### src/rtl/rf_sequencer.sv
// rf_sequencer: three-state instruction sequencer in front of an external
// register file. Each accepted instruction reads two registers, runs one ALU
// operation on them, writes the result back (unless rd is r0) and reports the
// result with carry/zero flags for one cycle.
//
// Handshake: an instruction transfers on a rising edge where instr_valid and
// instr_ready are both 1. instr_ready is high only in IDLE, so at most one
// instruction is in flight. Inputs are don't-care whenever instr_ready is 0.
//
// Timing per instruction (E0 = accept edge):
//   READ cycle : rf_addr_a/b driven with the captured ra/rb
//   E1         : register file latches the read data
//   EXEC cycle : ALU runs on rf_data_a/b, write port driven
//   E2         : write commits in the file, result/carry/zero registered
//   next cycle : result_valid=1 (a new instruction may be accepted here)
module rf_sequencer #(
    parameter int DATA_W = 8,
    parameter int ADDR_W = 3
) (
    input  logic              clk,
    input  logic              rst_n,
    input  logic              instr_valid,
    output logic              instr_ready,
    input  logic [2:0]        opcode,
    input  logic [ADDR_W-1:0] rd,
    input  logic [ADDR_W-1:0] ra,
    input  logic [ADDR_W-1:0] rb,
    output logic [ADDR_W-1:0] rf_addr_a,
    output logic [ADDR_W-1:0] rf_addr_b,
    output logic [ADDR_W-1:0] rf_addr_d,
    output logic [DATA_W-1:0] rf_data_in,
    output logic              rf_write,
    input  logic [DATA_W-1:0] rf_data_a,
    input  logic [DATA_W-1:0] rf_data_b,
    output logic [DATA_W-1:0] result,
    output logic              carry,
    output logic              zero,
    output logic              result_valid,
    // Debug view of the FSM: 0=IDLE, 1=READ, 2=EXEC
    output logic [1:0]        fsm_state
);

    // ALU operation codes
    localparam logic [2:0] OP_ADD = 3'b000;
    localparam logic [2:0] OP_SUB = 3'b001;
    localparam logic [2:0] OP_AND = 3'b010;
    localparam logic [2:0] OP_OR  = 3'b011;
    localparam logic [2:0] OP_XOR = 3'b100;
    localparam logic [2:0] OP_NOT = 3'b101;
    localparam logic [2:0] OP_SHL = 3'b110;
    localparam logic [2:0] OP_MOV = 3'b111;

    typedef enum logic [1:0] {
        ST_IDLE = 2'd0,
        ST_READ = 2'd1,
        ST_EXEC = 2'd2
    } state_t;

    state_t state;
    state_t state_next;

    // Captured instruction, stable through READ and EXEC
    logic [2:0]        op_q;
    logic [ADDR_W-1:0] rd_q;
    logic [ADDR_W-1:0] ra_q;
    logic [ADDR_W-1:0] rb_q;

    // Combinational ALU outputs, meaningful only during EXEC
    logic [DATA_W-1:0] alu_res;
    logic              alu_carry;
    logic [DATA_W:0]   sum_ext;
    logic [DATA_W:0]   diff_ext;

    logic accept;

    assign accept    = (state == ST_IDLE) && instr_valid;
    assign fsm_state = state;

    // State register
    always_ff @(posedge clk or negedge rst_n) begin
        if (!rst_n) begin
            state <= ST_IDLE;
        end else begin
            state <= state_next;
        end
    end

    // Next-state logic and all state-decoded outputs (register-file ports, ready)
    always_comb begin
        state_next  = state;
        instr_ready = 1'b0;
        rf_addr_a   = '0;
        rf_addr_b   = '0;
        rf_addr_d   = '0;
        rf_data_in  = '0;
        rf_write    = 1'b0;
        case (state)
            ST_IDLE: begin
                instr_ready = 1'b1;
                if (instr_valid) begin
                    state_next = ST_READ;
                end
            end
            ST_READ: begin
                rf_addr_a  = ra_q;
                rf_addr_b  = rb_q;
                state_next = ST_EXEC;
            end
            ST_EXEC: begin
                rf_addr_a  = ra_q;
                rf_addr_b  = rb_q;
                rf_addr_d  = rd_q;
                rf_data_in = alu_res;
                // r0 is never written; its result is still reported
                rf_write   = (rd_q != '0);
                state_next = ST_IDLE;
            end
            default: begin
                state_next = ST_IDLE;
            end
        endcase
    end

    // Capture the offered instruction on the accept edge
    always_ff @(posedge clk or negedge rst_n) begin
        if (!rst_n) begin
            op_q <= '0;
            rd_q <= '0;
            ra_q <= '0;
            rb_q <= '0;
        end else if (accept) begin
            op_q <= opcode;
            rd_q <= rd;
            ra_q <= ra;
            rb_q <= rb;
        end
    end

    // Widened add/subtract so the top bit gives carry-out / borrow directly
    assign sum_ext  = {1'b0, rf_data_a} + {1'b0, rf_data_b};
    assign diff_ext = {1'b0, rf_data_a} - {1'b0, rf_data_b};

    // ALU: result and carry for the captured opcode
    always_comb begin
        alu_res   = '0;
        alu_carry = 1'b0;
        case (op_q)
            OP_ADD: begin
                alu_res   = sum_ext[DATA_W-1:0];
                alu_carry = sum_ext[DATA_W];
            end
            OP_SUB: begin
                alu_res   = diff_ext[DATA_W-1:0];
                alu_carry = diff_ext[DATA_W];
            end
            OP_AND: alu_res = rf_data_a & rf_data_b;
            OP_OR:  alu_res = rf_data_a | rf_data_b;
            OP_XOR: alu_res = rf_data_a ^ rf_data_b;
            OP_NOT: alu_res = ~rf_data_a;
            OP_SHL: begin
                alu_res   = {rf_data_a[DATA_W-2:0], 1'b0};
                alu_carry = rf_data_a[DATA_W-1];
            end
            OP_MOV: alu_res = rf_data_a;
            default: begin
                alu_res   = '0;
                alu_carry = 1'b0;
            end
        endcase
    end

    // Register result and flags at the edge ending EXEC; hold until the next EXEC
    always_ff @(posedge clk or negedge rst_n) begin
        if (!rst_n) begin
            result <= '0;
            carry  <= 1'b0;
            zero   <= 1'b0;
        end else if (state == ST_EXEC) begin
            result <= alu_res;
            carry  <= alu_carry;
            zero   <= (alu_res == '0);
        end
    end

    // One-cycle result_valid pulse following EXEC
    always_ff @(posedge clk or negedge rst_n) begin
        if (!rst_n) begin
            result_valid <= 1'b0;
        end else begin
            result_valid <= (state == ST_EXEC);
        end
    end

endmodule

### config.mk
export PLATFORM = sky130hd
export DESIGN_NAME = rf_sequencer
export DESIGN_NICKNAME = d
export VERILOG_FILES = /design/src/rtl/rf_sequencer.sv
export SDC_FILE = /design/constraint.sdc
export NUM_CORES = 1
export LEC_CHECK = 0
export ABC_CLOCK_PERIOD_IN_PS = 10100
export CAP_MARGIN = 20
export CORE_ASPECT_RATIO = 0.6
export CORE_UTILIZATION = 45
export CTS_CLUSTER_DIAMETER = 200
export DETAILED_ROUTE_END_ITERATION = 8
export PLACE_DENSITY = 0.73
export REMOVE_ABC_BUFFERS = 1
export SLEW_MARGIN = 20
export SYNTH_ARGS = -nofsm -noshare
export SYNTH_HDL_FRONTEND = slang
export SYNTH_SLANG_ARGS = --single-unit
### constraint.sdc
create_clock -name clk -period 10.1 [get_ports clk]
set_clock_uncertainty 0.1 [all_clocks]
set_input_delay 2.525 -clock clk [delete_from_list [all_inputs] [get_ports clk]]
set_output_delay 2.525 -clock clk [all_outputs]
set_load 0.005 [all_outputs]
Yosys cells after proc, flatten, opt, wreduce, memory -nomap -nowiden
Cells that the tools add are included.

cells by class
  $add $sub $neg = 2
  multipliers = 0
  div/mod/pow operators = 0
  $lt $le $gt $ge = 0
  equality and inequality tests = 10
  shift-type cells = 0
  mux-type cells = 10
  bitwise gates (word level) = 4
  reductions and logical operators = 6

operators with widths
  kind                count
  $pmux 8 s8          1
  $eq 3x3->1 const B  4
  $add 8x8->9         1
  $mux 3              3
  $sub 8x8->9         1
  $and 8x8->8         1
  $logic_not 8->1     1
  $mux 8              1
  $not 8->8           1
  $or 8x8->8          1
  $xor 8x8->8         1
  $eq 3x2->1 const B  2
  $pmux 2 s2          1
  $eq 3x1->1 const B  1
  $logic_not 3->1     1
  $pmux 1 s3          1
  $reduce_bool 3->1   1
  $eq 2x1->1 const B  1
  $eq 2x2->1 const B  1
  $logic_not 2->1     1
  $mux 1              2
  $mux 2              1
  $ne 2x2->1 const B  1
  $reduce_or 2->1     1
  $logic_and 1x1->1   1

word-level totals
  bits in registers = 25
  latch bits = 0
  bits in writable memories = 0
  memory bits (read-only) = 0
  input bits = 31
  logic and storage cells = 41
  memories = 0

Logic depth before layout (Yosys ltp)
  word-level depth = 3
  mapped depth = 11
  mapped depth without buffers = 11

Worst setup path before layout
No wires, ideal clock.

  kind = input-to-output
  start = in rf_data_a[0]
  end = out rf_data_in[6]
  data arrival time = 4255 ps
  required time = 7475 ps
  setup slack = 3220 ps
  stages = 11
  buffers on the path = 0
  cells stage by stage = inv_1 > ha_1 > inv_1 > fa_1 > nor3b_1 > a211oi_1 > o31ai_1 > o32ai_1 > nand2_1 > o211ai_1 > nor2_1

between the ends
  cells in the longest elaborated chain, start to end = 3
  elaborated cells between the ends (all ways) = 4
  those cells by class = add/sub: 2; mux: 2

RTL lines
  element                                            RTL line  text
  start: declaration                                 33        input logic [DATA_W-1:0] rf_data_a,
  $sub 8x8->9 / $add 8x8->9 (equally long branches)  141, 140
  $pmux 8 s8 (*)                                     147       case (op_q)
  $mux 8 (*)                                         97        case (state)
  end: declaration                                   31        output logic [DATA_W-1:0] rf_data_in,

Mark *: on every way between the ends. The rest lies on a longest branch, timed or not.

Final worst setup path
Ends and elaborated chain as after synthesis.

==> impl_metrics.tcl <==
set metrics [dict create \
    start_util_pct 47.6 \
    synth_common_cells "inv_1 (29), ha_1 (27), nor2_1 (27), dfrtp_1 (25)" \
    ir_drop_uv 156 \
    layout-drive-gt1-share_pct 7.67 \
    max_stage_delay_ns 0.49 \
    vias_in_the_first_global_route 1992 \
    required_ns 7.48 \
    worst-setup-path-type "in2out" \
    hp-class "reg2reg" \
    place_hpwl_um 4900 \
    ys_top_cells_by_area "dfrtp_1 (26%), ha_1 (14%), mux2_2 (6.0%)" \
    post_dr_vias_cell 5.51 \
    worst_setup_hold_path_clk_slew_ns 0.08 \
    global_route.usage.total_pct 22.3 \
    crit_path_cell_trace "clkdlybuf4s50_1 > inv_1 > ha_1 > inv_1 > fa_1 > nor3b_1 > a211oi_1 > o31ai_1 > o32ai_1 > nand2_1 > o211ai_1 > nor2_1 > clkdlybuf4s50_1" \
    synthToLayoutAreaGrowth_pct 28.0 \
    worst_skew_pair.late_latency_ns 0.27 \
    detail_route.first_pass.iterations 4 \
    critical-path-top-delay-family "buffers and inverters" \
    chip_height_um 59.1 \
    drv_cap 0 \
    gp_routability_congestion 0.888 \
    max_freq_mhz 122 \
    timing.max_slew.rel_slack_pct 37.3 \
    dpl_cell_area_sq_um 3080 \
    drv_slew 0 \
    global_route.overflow_total 0 \
    finalSetupTns_ns 0 \
    finalHoldViolCount 0 \
    finalSetupViolCount 0 \
    worstPathMaxFanout 4 \
    largest_net_degree_at_the_start_of_global_routing 30 \
    synth_edf_count 0 \
    postSynthAreaPerCell_sq_um 8.54 \
    run_status "complete, no violations" \
    worst-endpoint-arrival_ns 5.55 \
    worstSetupStartpointType "primary input" \
    floorplan.die.width_um 97.1 \
    fp-row-count 20 \
    postSynthCellCount 286 \
    dominantRegCellSynth "dfrtp_1" \
    drtAntennaViolNets 0 \
    setup_repair_after_global_routing_missed_its_margin "no" \
    ctsResizeCount 0 \
    initial_detailed_routing_violation_count 150 \
    synth_warnings 0 \
    ctsLongestPathBuffers 2 \
    wl_um 6350 \
    timing.critical_path.to_type "output pin" \
    synthArstFlopShare_pct 100 \
    routed_wire_length_per_instance_um 15.7 \
    final_area_sq_um 3130 \
    grt_first_pass_wirelength_um 10200 \
    post-route-min-period_ns 8.17 \
    cts_made_buffers 3 \
    clock_tree.root_cell "clkbuf_8" \
    worst_pin_slew_ns 0.941 \
    totalPowerFinal_mw 0.759 \
    routed-via-count 2231 \
    cts.htree.levels 1 \
    drc 0 \
    syn_area_sq_um 2440 \
    synth.ff_latch_count 25 \
    share_of_the_synthesized_area_in_the_top_cell_type_pct 25.6 \
    antennaDiodeCount 0 \
    antenna_found_initial 0 \
    synth_most_common_cell "inv_1" \
    boundaryPins 63 \
    p_leak_nw 1.42 \
    cp_slowest_cell "clkdlybuf4s50_1" \
    final_nets 400 \
    synth.largest_area_cell "dfrtp_1" \
    synth-seq-area-share_pct 25.6 \
    buffer_ports.inserted 62 \
    design.core.area_sq_um 5130 \
    die-area_sq_um 5740 \
    number_of_buffers_inserted_to_repair_setup_after_cts 0 \
    num-fill-cells 477 \
    yosys.cell_types.count 61 \
    clkSinkCount 25 \
    power.density_nw_per_um2 243 \
    cts_tree "built" \
    number_of_buffer_and_inverter_stages_on_the_critical_path 4 \
    finalCritPeriodShare_pct 80.9 \
    cts.hold.buffers_added 0 \
]
## through the flow
stage | hold slack, ns | cells | setup slack (ns) | util, %
global route | 0.413 | 405 | 1.73 | 61.0
finish | 0.383 | 405 | 1.93 | 61.0
detailed placement | 0.368 | 401 | 1.97 | 60.0
floorplan | 0.371 | 272 | 3.21 | -
CTS | 0.388 | 405 | 1.97 | 61.0
global placement | 0.362 | 401 | 2.07 | 60.0
## area by class of cell
class                   count  area [sq um]  share of cell area, %
clock inverters             1          5.00                  0.160
inverters                  31           116                   3.72
well taps                  66          82.6                   2.64
flip-flops and latches     25           626                   20.0
repair buffers             63           628                   20.1
multi-input cells         216          1630                   52.1
clock buffers               3          41.3                   1.32
## state kept, by name, indices dropped and copies added, names as in the netlist
register / count
op_q: 3
result_valid: 1
carry: 1
rb_q: 3
zero: 1
fsm_state: 2
ra_q: 3
result: 8
rd_q: 3
## layer usage
metal / track usage [%] / vias to the layer above / part of all wire, %
met5: 0 / - / 0
met4: 2.13 / 0 / 0.60
met3: 3.54 / 4 / 6.3
met2: 31.1 / 71 / 40
met1: 36.4 / 1045 / 53
li1: - / 1111 / -
## logic make-up after synthesis
logic type | count (synthesis) | share of synthesized area [%]
adder cells (fa/ha/maj) | 29 | 15.5
AND/OR/NAND/NOR | 86 | 18.4
multiplexers | 18 | 8.24
flip-flops | 25 | 25.6
buffers and inverters | 45 | 7.78
XOR/XNOR | 3 | 1.08
AO/OA/AOI/OAI | 80 | 23.4
## where the power goes
group          internal (mW)  leakage [nW]  switching, mW  total (mW)
Clock                 0.0276        0.0255         0.0308      0.0584
Sequential             0.147         0.304         0.0689       0.215
Combinational          0.261          1.09          0.224       0.485
Total                  0.435          1.42          0.323       0.759
## placed cells by master (no fill, tap or decap), types with 4 or more instances in the layout
cell	n
a21o_1	8
a21oi_1	14
a31oi_1	6
and2_1	15
clkdlybuf4s50_1	62
dfrtp_1	25
ha_1	27
inv_1	29
mux2_2	13
mux2i_1	4
nand2_1	14
nand2b_1	8
nor2_1	27
o21ai_0	15
## final timing paths
path                                       start               endpoint  slack [ns]  cells after the start
setup / recovery                    rf_data_a[0]          rf_data_in[6]        1.93                     13
min in group asynchronous                  rst_n    rd_q[2]$_DFFE_PN0P_        2.51                      2
setup reg to reg             op_q[0]$_DFFE_PN0P_       zero$_DFFE_PN0P_        7.16                      6
max in group asynchronous                  rst_n  result[6]$_DFFE_PN0P_        7.14                      2
hold reg to reg            result[3]$_DFFE_PN0P_  result[3]$_DFFE_PN0P_        0.38                      1
hold / removal             result[3]$_DFFE_PN0P_  result[3]$_DFFE_PN0P_        0.38                      1
No activity file was read; power rests on OpenSTA's default activity.
